### config.mk
export PLATFORM = sky130hd
export DESIGN_NAME = matmul_run_sequencer
export DESIGN_NICKNAME = d
export VERILOG_FILES = /design/src/rtl/matmul_run_sequencer.sv
export SDC_FILE = /design/constraint.sdc
export NUM_CORES = 1
export LEC_CHECK = 0
export CORE_UTILIZATION = 44
export CTS_CLUSTER_SIZE = 20
export DETAILED_ROUTE_END_ITERATION = 6
export GPL_TIMING_DRIVEN = 0
export PLACE_DENSITY_LB_ADDON = 0.3
export SLEW_MARGIN = 10
export SYNTH_ARGS = -nofsm -noshare
export SYNTH_HDL_FRONTEND = slang
export SYNTH_SLANG_ARGS = --single-unit
### constraint.sdc
create_clock -name clock -period 5.1 [get_ports clock]
set_input_delay 0.765 -clock clock [delete_from_list [all_inputs] [get_ports clock]]
set_output_delay 0.765 -clock clock [all_outputs]
set_load 0.05 [all_outputs]
### src/rtl/matmul_run_sequencer.sv
// matmul_run_sequencer: drives one matmul run over A/B load banks and a C store bank.
// Host writes A/B and reads C. The sequencer hands a start token to the DUT,
// serves its two load ports and captures its sequential stores, then waits
// for the completion token.
// Optional build macro MATMUL_SEQ_CYCLE_COUNT_EN adds the 32-bit cycle_count output.
module matmul_run_sequencer #(
  parameter int unsigned DATA_W = 32,
  parameter int unsigned ADDR_W = 4
) (
  input  logic              clock,
  input  logic              reset,
  input  logic              host_wr_en,
  input  logic              host_wr_sel,
  input  logic [ADDR_W-1:0] host_wr_addr,
  input  logic [DATA_W-1:0] host_wr_data,
  input  logic [ADDR_W-1:0] host_rd_addr,
  output logic [DATA_W-1:0] host_rd_data,
  input  logic              start,
  output logic              busy,
  output logic              done,
  output logic [ADDR_W:0]   store_count,
  output logic              store_err,
  output logic              in3_valid,
  input  logic              in3_ready,
  input  logic              out0_valid,
  output logic              out0_ready,
  input  logic [ADDR_W-1:0] in0_ld0_addr,
  input  logic              in0_ld0_addr_valid,
  output logic              in0_ld0_addr_ready,
  output logic [DATA_W-1:0] in0_ld0_data,
  output logic              in0_ld0_data_valid,
  input  logic              in0_ld0_data_ready,
  input  logic [ADDR_W-1:0] in1_ld0_addr,
  input  logic              in1_ld0_addr_valid,
  output logic              in1_ld0_addr_ready,
  output logic [DATA_W-1:0] in1_ld0_data,
  output logic              in1_ld0_data_valid,
  input  logic              in1_ld0_data_ready,
  input  logic [DATA_W-1:0] in2_st0,
  input  logic              in2_st0_valid,
  output logic              in2_st0_ready
`ifdef MATMUL_SEQ_CYCLE_COUNT_EN
  ,
  output logic [31:0]       cycle_count
`endif
);

  localparam int unsigned DEPTH = 1 << ADDR_W;
  localparam int unsigned CNT_W = ADDR_W + 1;
  localparam logic [CNT_W-1:0] CNT_FULL = CNT_W'(DEPTH);

  localparam logic [1:0] IDLE  = 2'd0;
  localparam logic [1:0] START = 2'd1;
  localparam logic [1:0] RUN   = 2'd2;
  localparam logic [1:0] DONE  = 2'd3;

  logic [DATA_W-1:0] bank_a [DEPTH];
  logic [DATA_W-1:0] bank_b [DEPTH];
  logic [DATA_W-1:0] bank_c [DEPTH];

  logic [1:0]       state;
  logic [1:0]       state_next;
  logic             run_entry;
  logic             ld0_addr_hs;
  logic             ld1_addr_hs;
  logic             slot0_next;
  logic             slot1_next;
  logic             st_hs;
  logic [CNT_W-1:0] count_next;
  logic             err_next;
  logic             host_wr_ok;

  // Next-state decode and next values of the run bookkeeping
  always_comb begin
    state_next  = state;
    run_entry   = 1'b0;
    ld0_addr_hs = in0_ld0_addr_valid & in0_ld0_addr_ready;
    ld1_addr_hs = in1_ld0_addr_valid & in1_ld0_addr_ready;
    st_hs       = in2_st0_valid & in2_st0_ready;
    slot0_next  = in0_ld0_data_valid;
    slot1_next  = in1_ld0_data_valid;
    count_next  = store_count;
    err_next    = store_err;
    host_wr_ok  = host_wr_en & ((state == IDLE) | (state == DONE));

    case (state)
      IDLE:    if (start) state_next = START;
      START: begin
        if (in3_valid && in3_ready) begin
          state_next = RUN;
          run_entry  = 1'b1;
        end
      end
      RUN:     if (out0_valid && out0_ready) state_next = DONE;
      DONE:    if (start) state_next = START;
      default: state_next = IDLE;
    endcase

    // A slot is only re-armed after its data has been taken, so fill and drain never overlap
    if (ld0_addr_hs)                                        slot0_next = 1'b1;
    else if (in0_ld0_data_valid && in0_ld0_data_ready)      slot0_next = 1'b0;
    if (ld1_addr_hs)                                        slot1_next = 1'b1;
    else if (in1_ld0_data_valid && in1_ld0_data_ready)      slot1_next = 1'b0;

    if (st_hs) count_next = store_count + CNT_W'(1);
    if ((state == RUN) && in2_st0_valid && (store_count == CNT_FULL)) err_next = 1'b1;

    if (run_entry) begin
      slot0_next = 1'b0;
      slot1_next = 1'b0;
      count_next = '0;
      err_next   = 1'b0;
    end
  end

  // State register
  always_ff @(posedge clock or negedge reset) begin
    if (!reset) state <= IDLE;
    else        state <= state_next;
  end

  // Registered handshake/status outputs, computed from next-cycle values
  always_ff @(posedge clock or negedge reset) begin
    if (!reset) begin
      in3_valid          <= 1'b0;
      out0_ready         <= 1'b0;
      busy               <= 1'b0;
      done               <= 1'b0;
      in0_ld0_addr_ready <= 1'b0;
      in1_ld0_addr_ready <= 1'b0;
      in0_ld0_data_valid <= 1'b0;
      in1_ld0_data_valid <= 1'b0;
      in2_st0_ready      <= 1'b0;
      store_count        <= '0;
      store_err          <= 1'b0;
      host_rd_data       <= '0;
    end else begin
      in3_valid          <= (state_next == START);
      out0_ready         <= (state_next == RUN);
      busy               <= (state_next == START) | (state_next == RUN);
      done               <= (state_next == DONE);
      in0_ld0_addr_ready <= (state_next == RUN) & ~slot0_next;
      in1_ld0_addr_ready <= (state_next == RUN) & ~slot1_next;
      in0_ld0_data_valid <= slot0_next;
      in1_ld0_data_valid <= slot1_next;
      in2_st0_ready      <= (state_next == RUN) & (count_next < CNT_FULL);
      store_count        <= count_next;
      store_err          <= err_next;
      host_rd_data       <= bank_c[host_rd_addr];
    end
  end

  // Bank storage and load data capture (contents are deliberately not reset)
  always_ff @(posedge clock) begin
    if (host_wr_ok && !host_wr_sel) bank_a[host_wr_addr] <= host_wr_data;
    if (host_wr_ok &&  host_wr_sel) bank_b[host_wr_addr] <= host_wr_data;
    if (st_hs) bank_c[store_count[ADDR_W-1:0]] <= in2_st0;
    if (ld0_addr_hs) in0_ld0_data <= bank_a[in0_ld0_addr];
    if (ld1_addr_hs) in1_ld0_data <= bank_b[in1_ld0_addr];
  end

`ifdef MATMUL_SEQ_CYCLE_COUNT_EN
  // RUN-cycle counter: cleared on START entry, saturating, frozen outside RUN
  always_ff @(posedge clock or negedge reset) begin
    if (!reset) begin
      cycle_count <= '0;
    end else if ((state_next == START) && (state != START)) begin
      cycle_count <= '0;
    end else if ((state == RUN) && (cycle_count != 32'hFFFF_FFFF)) begin
      cycle_count <= cycle_count + 32'd1;
    end
  end
`endif

endmodule

==> summary.md <==
| Metric | Value |
|---|---|
| Setup TNS | `0 ns` |
| Routed length per instance | `28.2 um` |
| Gp weighted congestion | `0.747` |
| Final min period | `3.57 ns` |
| CTS tree | `built` |
| Worst Path Required | `5.59 ns` |
| CP max FO | `10` |
| Crit start category | `flop` |
| Library cells used by synthesis | `31` |
| Die X | `375 um` |
| Synthesis Warnings | `0` |
| Vias post-DR | `28500` |
| I/O Pins | `203` |
| Initial antenna violation count | `17` |
| Hold bufs inserted after CTS | `0` |
| Top cell by count, worst path | `buf_4` |
| # clock sinks | `1649` |
| Synth Flop Type | `edfxtp_1` |
| Crit-path slowest cell | `nor3_2` |
| Finish-stage setup viols | `0` |
| Setup WS pre-CTS | `1.49 ns` |
| Post-synth top area cell | `edfxtp_1` |
| Synth top area share | `78.5%` |
| EDFF count, synth | `1600` |
| Final HPWL DP | `91200 um` |
| Most common library cells after synthesis | `edfxtp_1 (1600), mux4_2 (384), a22oi_1 (192), nand2_1 (108), clkbuf_1 (61)` |
| Vias in the first global route | `30300` |
| Deepest clock path buffer count | `3` |
| Clock Pin Slew Worst Setup and Hold Paths | `0.06 ns` |
| Syn Inst Count | `2604` |
| Setup Skew | `0.0353 ns` |
| GRT Total Usage | `20.2%` |
| FILL cells | `10300` |
| First-pass DRT Iterations | `5` |
| Pin slew with the least headroom to its limit | `1.29 ns` |
| Post-synth ARST share | `2.97%` |
| Final worst-path cycle share | `70.0%` |
| Vert. Die Dim | `375 um` |
| Post-Route WL | `141000 um` |
| Leak pwr | `22.9 nW` |
| Kind of critical path | `flop to flop` |
| Share of layout cells above drive strength 1 | `25.6%` |
| Cell Area, Synth | `61200 um^2` |
| Status | `complete, no violations` |
| Worst-Skew Late Latency | `0.79 ns` |
| Clk root buf | `clkbuf_16` |
| Setup WS post-layout | `1.53 ns` |
| PostCTS Resize Cnt | `0` |
| Die Footprint | `141000 um^2` |
| Sequential share of the synthesized area | `80.5%` |
| Largest net degree at the start of global routing | `50` |
| DRT antenna net count | `0` |
| Port bufs | `192` |
| Final Hold Vio Count | `0` |
| Max-cap violation count | `0` |
| #FFs+latches synth | `1649` |
| Cell chain of the critical path | `inv_1 -> ha_1 -> clkbuf_1 -> nand3_1 -> nor3_2 -> buf_4 -> buf_4` |
| CTS buffer count | `166` |
| Top cells by area, synth | `edfxtp_1 (79%), mux4_2 (14%), a22oi_1 (2.4%), dfrtp_1 (2.0%), nand2_1 (0.66%)` |
| Peak supply drop | `0.000364 V` |
| Power Density | `403 nW/um^2` |
| Rel. slew slack | `13.6%` |
| GRT overflow | `0` |
| Max-slew violation count | `0` |
| Arrival @ worst endpoint | `4.06 ns` |
| Initial Utilization | `44.4%` |
| Setup repair bufs after CTS | `0` |
| Post-Syn Area per Cell | `23.5 um^2` |
| DRC | `0` |
| Area delta synth->final | `18.3%` |
| Core area | `138000 um^2` |
| Row Count | `136` |
| H-tree levels | `4` |
| Most frequent cell after synthesis | `edfxtp_1` |
| First-pass GRT wire length | `205000 um` |
| Slowest Stage Delay on Critical Path | `0.82 ns` |
| Nets | `3158` |
| CP Capture Type | `flop` |
| Vias per cell | `5.73` |
| Hold WC Path Type | `input pin to async pin` |
| Post-synth net total | `2707` |
| Fmax | `0.280 GHz` |
| Fin util | `52.6%` |
| Setup repair after global routing missed its margin | `no` |
| DR iter-0 viols | `2875` |
path summary, 6_finish.rpt:
check	startpoint	to	slack, ns	cells past startpoint
max	state[0]	bank_a[8][27]	1.53	7
min	reset	host_rd_data[8]	0.06	1
max reg2reg	state[0]	bank_a[8][27]	1.53	7
min reg2reg	store_err	store_err	0.53	2
max in group asynchronous	reset	host_rd_data[19]	4.49	1
min in group clock	host_wr_data[28]	bank_b[15][28]	0.52	1
critical path, delay by kind of cell, from the launching register on:
| kind | cells | cell delay, ns |
|---|---|---|
| and+or+nand+nor | 2 | 1.31 |
| buffers and inverters | 4 | 1.23 |
| DFF | 1 | 0.41 |
| adders and majority gates | 1 | 0.29 |
cells by family after synthesis:
kind of cell	Yosys count	share of synthesized area (%)
buf+inv	146	1.11
compound gates	202	2.47
simple gates	207	1.44
xor+xnor	4	0.0573
mux	385	14.2
fa+ha+maj	11	0.225
flops	1649	80.5
cell usage in the layout (no fill, tap or decap), types with 13 or more instances in the layout:
| cell type | instances |
|---|---|
| clkinv_2 | 28 |
| mux4_2 | 384 |
| dfrtp_1 | 49 |
| a22oi_1 | 192 |
| buf_1 | 28 |
| clkinv_1 | 31 |
| buf_12 | 15 |
| clkdlybuf4s50_1 | 181 |
| nor2_1 | 14 |
| clkbuf_1 | 96 |
| nand2_1 | 108 |
| buf_2 | 32 |
| buf_6 | 13 |
| buf_4 | 61 |
| clkbuf_16 | 168 |
| nor2_4 | 36 |
| buf_16 | 30 |
| edfxtp_1 | 1600 |
per-stage QoR:
stage	hold WS [ns]	cell area (um^2)	std cells	power, mW
global route	0.0798	72400	4978	30.1
floorplan	0.469	61200	2604	16.8
CTS	0.0493	72400	4978	29.4
global placement	0.501	65300	4590	17.7
finish	0.0561	72400	4979	29.2
detailed placement	0.496	67200	4681	17.8
layout make-up:
class                   instances  area (um^2)  share of cell area [%]
flip-flops and latches       1649        49300                    68.1
well taps                    1794         2240                    3.10
repair buffers                283         3390                    4.68
clock inverters                85          772                    1.07
diodes                          1         2.50                 0.00346
clock buffers                 212         4460                    6.16
multi-input cells             809        11600                    16.0
plain buffers                 138          647                   0.894
inverters                       8         30.0                  0.0415
routing by layer:
layer,global-route usage (%),part of all wire (%),vias to the layer above
met4,5.50,2.0,24
li1,-,-,12000
met1,26.0,39,15100
met5,0,0.11,-
met3,4.91,8.0,241
met2,34.3,51,1127
flip-flops by register name, indices dropped and copies added (netlist names):
name / count
bank_a: 512
bank_b: 512
bank_c: 512
busy: 1
done: 1
host_rd_data: 32
in0_ld0_addr_ready: 1
in0_ld0_data: 32
in0_ld0_data_valid: 1
in1_ld0_addr_ready: 1
in1_ld0_data: 32
in1_ld0_data_valid: 1
in2_st0_ready: 1
in3_valid: 1
out0_ready: 1
state: 2
store_count: 5
store_err: 1
power breakdown:
part | internal (mW) | switching [mW]
Combinational | 0.768 | 1.45
Clock | 6.61 | 5.05
Sequential | 15.2 | 0.105
Power figures use the tool's default switching activity.
